--- config.mk ---
export PLATFORM = sky130hd
export DESIGN_NAME = trigger_unit
export DESIGN_NICKNAME = d
export VERILOG_FILES = /design/src/rtl/trigger_unit.sv
export SDC_FILE = /design/constraint.sdc
export NUM_CORES = 1
export LEC_CHECK = 0
export ABC_AREA = 1
export CAP_MARGIN = 25
export CORE_ASPECT_RATIO = 2
export CORE_MARGIN = 2
export CORE_UTILIZATION = 55
export CTS_BUF_LIST = sky130_fd_sc_hd__clkbuf_8
export DETAILED_ROUTE_END_ITERATION = 16
export HOLD_SLACK_MARGIN = 0.06
export PLACE_DENSITY = 0.82
export SYNTH_ARGS = -nofsm -noshare
export SYNTH_HDL_FRONTEND = slang
export SYNTH_SLANG_ARGS = --single-unit
--- constraint.sdc ---
create_clock -name clk -period 3.6 [get_ports clk]
set_clock_uncertainty 0.1 [all_clocks]
set_input_delay 0.36 -clock clk [delete_from_list [all_inputs] [get_ports clk]]
set_output_delay 0.36 -clock clk [all_outputs]
set_load 0.02 [all_outputs]
--- src/rtl/trigger_unit.sv ---
// Trigger qualifier feeding the logic analyzer: pattern/mask, edge and occurrence-count match, gated by primed.
// Latency: o_trigger rises on the edge that samples the qualifying data (1 cycle from sample to output).
// Backpressure: none; firing waits for i_primed, i_arm=0 always wins and returns to IDLE.
module trigger_unit #(
  parameter int DATA_WIDTH  = 8,
  parameter int COUNT_WIDTH = 8
) (
  input  logic                   clk,
  input  logic                   reset,
  input  logic                   i_arm,
  input  logic                   i_force,
  input  logic                   i_primed,
  input  logic [DATA_WIDTH-1:0]  i_data,
  input  logic [DATA_WIDTH-1:0]  i_pattern,
  input  logic [DATA_WIDTH-1:0]  i_mask,
  input  logic [DATA_WIDTH-1:0]  i_edge_mask,
  input  logic [COUNT_WIDTH-1:0] i_count,
  output logic                   o_trigger,
  output logic                   o_armed,
  output logic [COUNT_WIDTH-1:0] o_match_cnt
);

  typedef enum logic [1:0] {
    IDLE  = 2'b00,
    ARMED = 2'b01,
    FIRED = 2'b10
  } state_t;

  state_t                 state;
  state_t                 state_nxt;
  logic [DATA_WIDTH-1:0]  pattern_q;
  logic [DATA_WIDTH-1:0]  mask_q;
  logic [DATA_WIDTH-1:0]  edge_mask_q;
  logic [DATA_WIDTH-1:0]  prev_data;
  logic                   prev_valid;
  logic [COUNT_WIDTH-1:0] count_q;
  logic [COUNT_WIDTH-1:0] match_cnt;
  logic [COUNT_WIDTH:0]   cnt_plus1;
  logic                   level_ok;
  logic                   edge_ok;
  logic                   qual;
  logic                   fire;

  // One extra bit so an all-ones count threshold is still reachable.
  assign cnt_plus1 = {1'b0, match_cnt} + {{COUNT_WIDTH{1'b0}}, 1'b1};

  assign level_ok = ((i_data ^ pattern_q) & mask_q) == '0;
  assign edge_ok  = (edge_mask_q == '0) ? 1'b1 :
                    (prev_valid && (((i_data ^ prev_data) & edge_mask_q) == edge_mask_q));
  assign qual     = (state == ARMED) && i_primed && level_ok && edge_ok;
  assign fire     = (state == ARMED) && i_primed &&
                    ((qual && (cnt_plus1 >= {1'b0, count_q})) || i_force);

  always_ff @(posedge clk or posedge reset) begin
    if (reset) begin
      state <= IDLE;
    end else begin
      state <= state_nxt;
    end
  end

  always_comb begin
    state_nxt = state;
    case (state)
      IDLE:    if (i_arm) state_nxt = ARMED;
      ARMED: begin
        if (!i_arm)    state_nxt = IDLE;
        else if (fire) state_nxt = FIRED;
      end
      FIRED:   if (!i_arm) state_nxt = IDLE;
      default: state_nxt = IDLE;
    endcase
  end

  always_comb begin
    o_trigger   = (state == FIRED);
    o_armed     = (state == ARMED);
    o_match_cnt = match_cnt;
  end

  // Config is only sampled on the arm edge; mid-run changes wait for the next arm.
  always_ff @(posedge clk or posedge reset) begin
    if (reset) begin
      pattern_q   <= '0;
      mask_q      <= '0;
      edge_mask_q <= '0;
      count_q     <= '0;
      prev_data   <= '0;
      prev_valid  <= 1'b0;
      match_cnt   <= '0;
    end else if (state == IDLE && i_arm) begin
      pattern_q   <= i_pattern;
      mask_q      <= i_mask;
      edge_mask_q <= i_edge_mask;
      count_q     <= (i_count == '0) ? {{(COUNT_WIDTH-1){1'b0}}, 1'b1} : i_count;
      prev_valid  <= 1'b0;
      match_cnt   <= '0;
    end else if (state == ARMED) begin
      prev_data  <= i_data;
      prev_valid <= 1'b1;
      if (qual && match_cnt != '1) match_cnt <= cnt_plus1[COUNT_WIDTH-1:0];
    end
  end

endmodule

==> impl_metrics.py <==
metrics = {
    "outcome": {
        "status": "finished, final reports clean",
    },
    "yosys": {
        "netlist_top_cells_area": "dfrtp_1 47%, nand2_1 20%, inv_1 6.1%",
        "synth.top_cells.by_count": "145 x nand2_1, 51 x dfrtp_1, 44 x inv_1",
        "synth_most_common_cell": "nand2_1",
        "synth.distinct_cells": 28,
        "syn_nets": 409,
        "syn_inst": 355,
        "synth_edf_count": 0,
        "synth-seq-area-share_pct": 47.4,
        "synth-main-ff-cell": "dfrtp_1",
        "synth_top_area_share_pct": 47.4,
        "synth_area_per_cell_um2": 7.59,
        "yosys.area.top_type": "dfrtp_1",
        "yosysWarnings": 0,
        "synthArstFlopShare_pct": 100,
        "syn_area_um2": 2690,
        "ys_ff_latch": 51,
    },
    "sta": {
        "finalCritPeriodShare_pct": 66.8,
        "max_freq_mhz": 416,
        "final_hold_viol_count": 0,
        "rsz0062_at_grt": "no",
        "slew_headroom_pct": 65.7,
        "hold_ws_ns": 0.174,
        "slew_viol_final": 0,
        "setup_viol": 0,
        "min_period_ns": 2.40,
        "finalWorstSetupSlack_ns": 1.20,
        "worst_pin_slew_ns": 0.514,
        "setup-tns-final_ns": 0,
    },
    "route": {
        "first_pass_iters": 4,
        "antenna_left": 0,
        "vias_per_cell": 5.03,
        "drc": 0,
        "wl_per_cell_um": 12.3,
        "drtIter0Drc": 63,
        "drt-total-wl_mm": 5.76,
        "num_vias": 2348,
    },
    "clock_tree": {
        "clk_latency_ns": 0.31,
        "post_cts_buffers": 0,
        "ctsResizeCount": 0,
        "cts_root_buf": "clkbuf_8",
        "ctsLongestPathBuffers": 2,
        "path_clk_slew_ns": 0.09,
        "htree_levels": 2,
        "numCtsBuffers": 5,
        "cts_tree": "built",
        "cts_sinks": 51,
        "cts-hold-fix-buffers": 0,
    },
    "place": {
        "port_buffers": 54,
        "dp_slack_ns": 1.21,
        "placed_area_um2": 3300,
        "gp_congestion": 0.849,
        "hpwl_mm": 4.29,
    },
    "global_route": {
        "grt.total_usage_pct": 24.2,
        "grt_pass1_wl_mm": 9.80,
        "grt_pass1_vias": 2303,
        "grt_max_degree": 44,
        "grt_antenna_before_repair": 0,
        "overflow": 0,
    },
    "worst_setup_path": {
        "worstSetupPathType": "flip-flop to flip-flop",
        "cp.arrival_ns": 2.49,
        "start_kind": "flip-flop",
        "end_kind": "flip-flop",
        "crit_required_ns": 3.69,
        "path_max_fanout": 5,
    },
    "floorplan": {
        "fp-row-count": 36,
        "io_pins": 55,
        "core_area_um2": 4770,
        "die_w_um": 53.5,
        "die_h_um": 103,
        "dieArea_um2": 5510,
        "start_util_pct": 56.4,
    },
    "finish": {
        "syn_to_final_growth_pct": 25.6,
        "finish.utilization_pct": 70.9,
        "fin_area_um2": 3380,
        "insertedDiodeCount": 0,
        "drive_above_1_share_pct": 6.83,
        "nNetsFinal": 463,
    },
    "power_and_ir_drop": {
        "cellLeakagePower_uw": 0.00176,
        "vdd_ir_drop_max_v": 0.000394,
        "power_density_nw_per_um2": 479,
    },
    "job": {
        "drv_cap": 0,
    },
    "min_path": {
        "hp-class": "input pin to asynchronous set/reset pin",
    },
}
final cells by class:
class / instances / area, um2
inverters: 48 / 183
multi-input cells: 247 / 1200
repair buffers: 56 / 568
clock buffers: 5 / 68.8
well taps: 57 / 71.3
clock inverters: 3 / 16.3
fillers: 416 / 1390
flip-flops and latches: 51 / 1280
path summary, 6_finish.rpt:
path | startpoint | endpoint | slack, ns | depth (start not counted)
worst max-delay path | o_match_cnt[0]$_DFFE_PP0P_ | state[0]$_DFFE_PP0P_ | 1.20 | 18
worst min-delay path | reset | o_match_cnt[6]$_DFFE_PP0P_ | 0.17 | 2
worst max register to register | o_match_cnt[0]$_DFFE_PP0P_ | state[0]$_DFFE_PP0P_ | 1.20 | 18
worst min register to register | mask_q[1]$_DFFE_PP0P_ | mask_q[1]$_DFFE_PP0P_ | 0.38 | 2
max in group asynchronous | reset | count_q[2]$_DFFE_PP0P_ | 2.75 | 3
min in group clk | mask_q[1]$_DFFE_PP0P_ | mask_q[1]$_DFFE_PP0P_ | 0.38 | 2
worst max-delay path, cell delays in order (launching register included):
cell	delay [ns]
dfrtp_1	0.45
ha_1	0.25
nand3_1	0.12
inv_1	0.06
nand3_2	0.08
xor2_1	0.22
inv_1	0.09
ha_1	0.30
nand2_1	0.07
inv_1	0.05
nand2_1	0.05
nand2_1	0.05
nand2_1	0.05
nand2_1	0.06
nand3_1	0.07
nand2_1	0.06
nand2_1	0.06
nand2_1	0.06
nand2_1	0.04
stage by stage:
| stage | total power, uW | std cells |
|---|---|---|
| floorplan | 1150 | 355 |
| global placement | 1270 | 458 |
| detailed placement | 1310 | 459 |
| CTS | 1630 | 467 |
| global route | 1750 | 467 |
| finish | 1620 | 467 |
cells by family after synthesis:
group	share of synthesized area, %
simple gates	31.6
buf+inv	8.27
flops	47.4
compound gates	6.27
fa+ha+maj	4.18
xor+xnor	2.28
power breakdown:
group | switching, uW | leakage [uW] | internal [uW]
clock network | 189 | 0.0000453 | 133
registers | 100 | 0.000641 | 723
logic | 281 | 0.00107 | 195
total | 569 | 0.00176 | 1050
flip-flops by register name (all words and copies together) (netlist names):
signal	cells
prev_data	8
o_match_cnt	8
mask_q	8
edge_mask_q	8
count_q	8
prev_valid	1
pattern_q	8
state	2
per-layer routing:
metal / up-vias / track usage, % / share of wire [%]
li1: 1194 / - / -
met1: 1079 / 27.5 / 40
met2: 68 / 42.7 / 53
met3: 7 / 5.22 / 5.7
met4: 0 / 9.27 / 1.2
met5: - / 0 / 0
cells in the final DEF, fill, tap and decap left out, drive strengths merged:
| cell | synthesis | routed |
|---|---|---|
| a21oi | 8 | 8 |
| buf | 3 | 2 |
| clkbuf | 6 | 5 |
| clkdlybuf4s50 | 0 | 54 |
| clkinv | 1 | 2 |
| clkinvlp | 0 | 1 |
| dfrtp | 51 | 51 |
| ha | 9 | 9 |
| inv | 47 | 48 |
| nand2 | 149 | 149 |
| nand3 | 21 | 21 |
| nor2 | 20 | 20 |
| nor3 | 2 | 2 |
| nor4 | 4 | 4 |
| o21ai | 21 | 21 |
| o22ai | 2 | 2 |
| or2 | 4 | 4 |
| xor2 | 7 | 7 |
No activity file was read; power rests on OpenSTA's default activity.
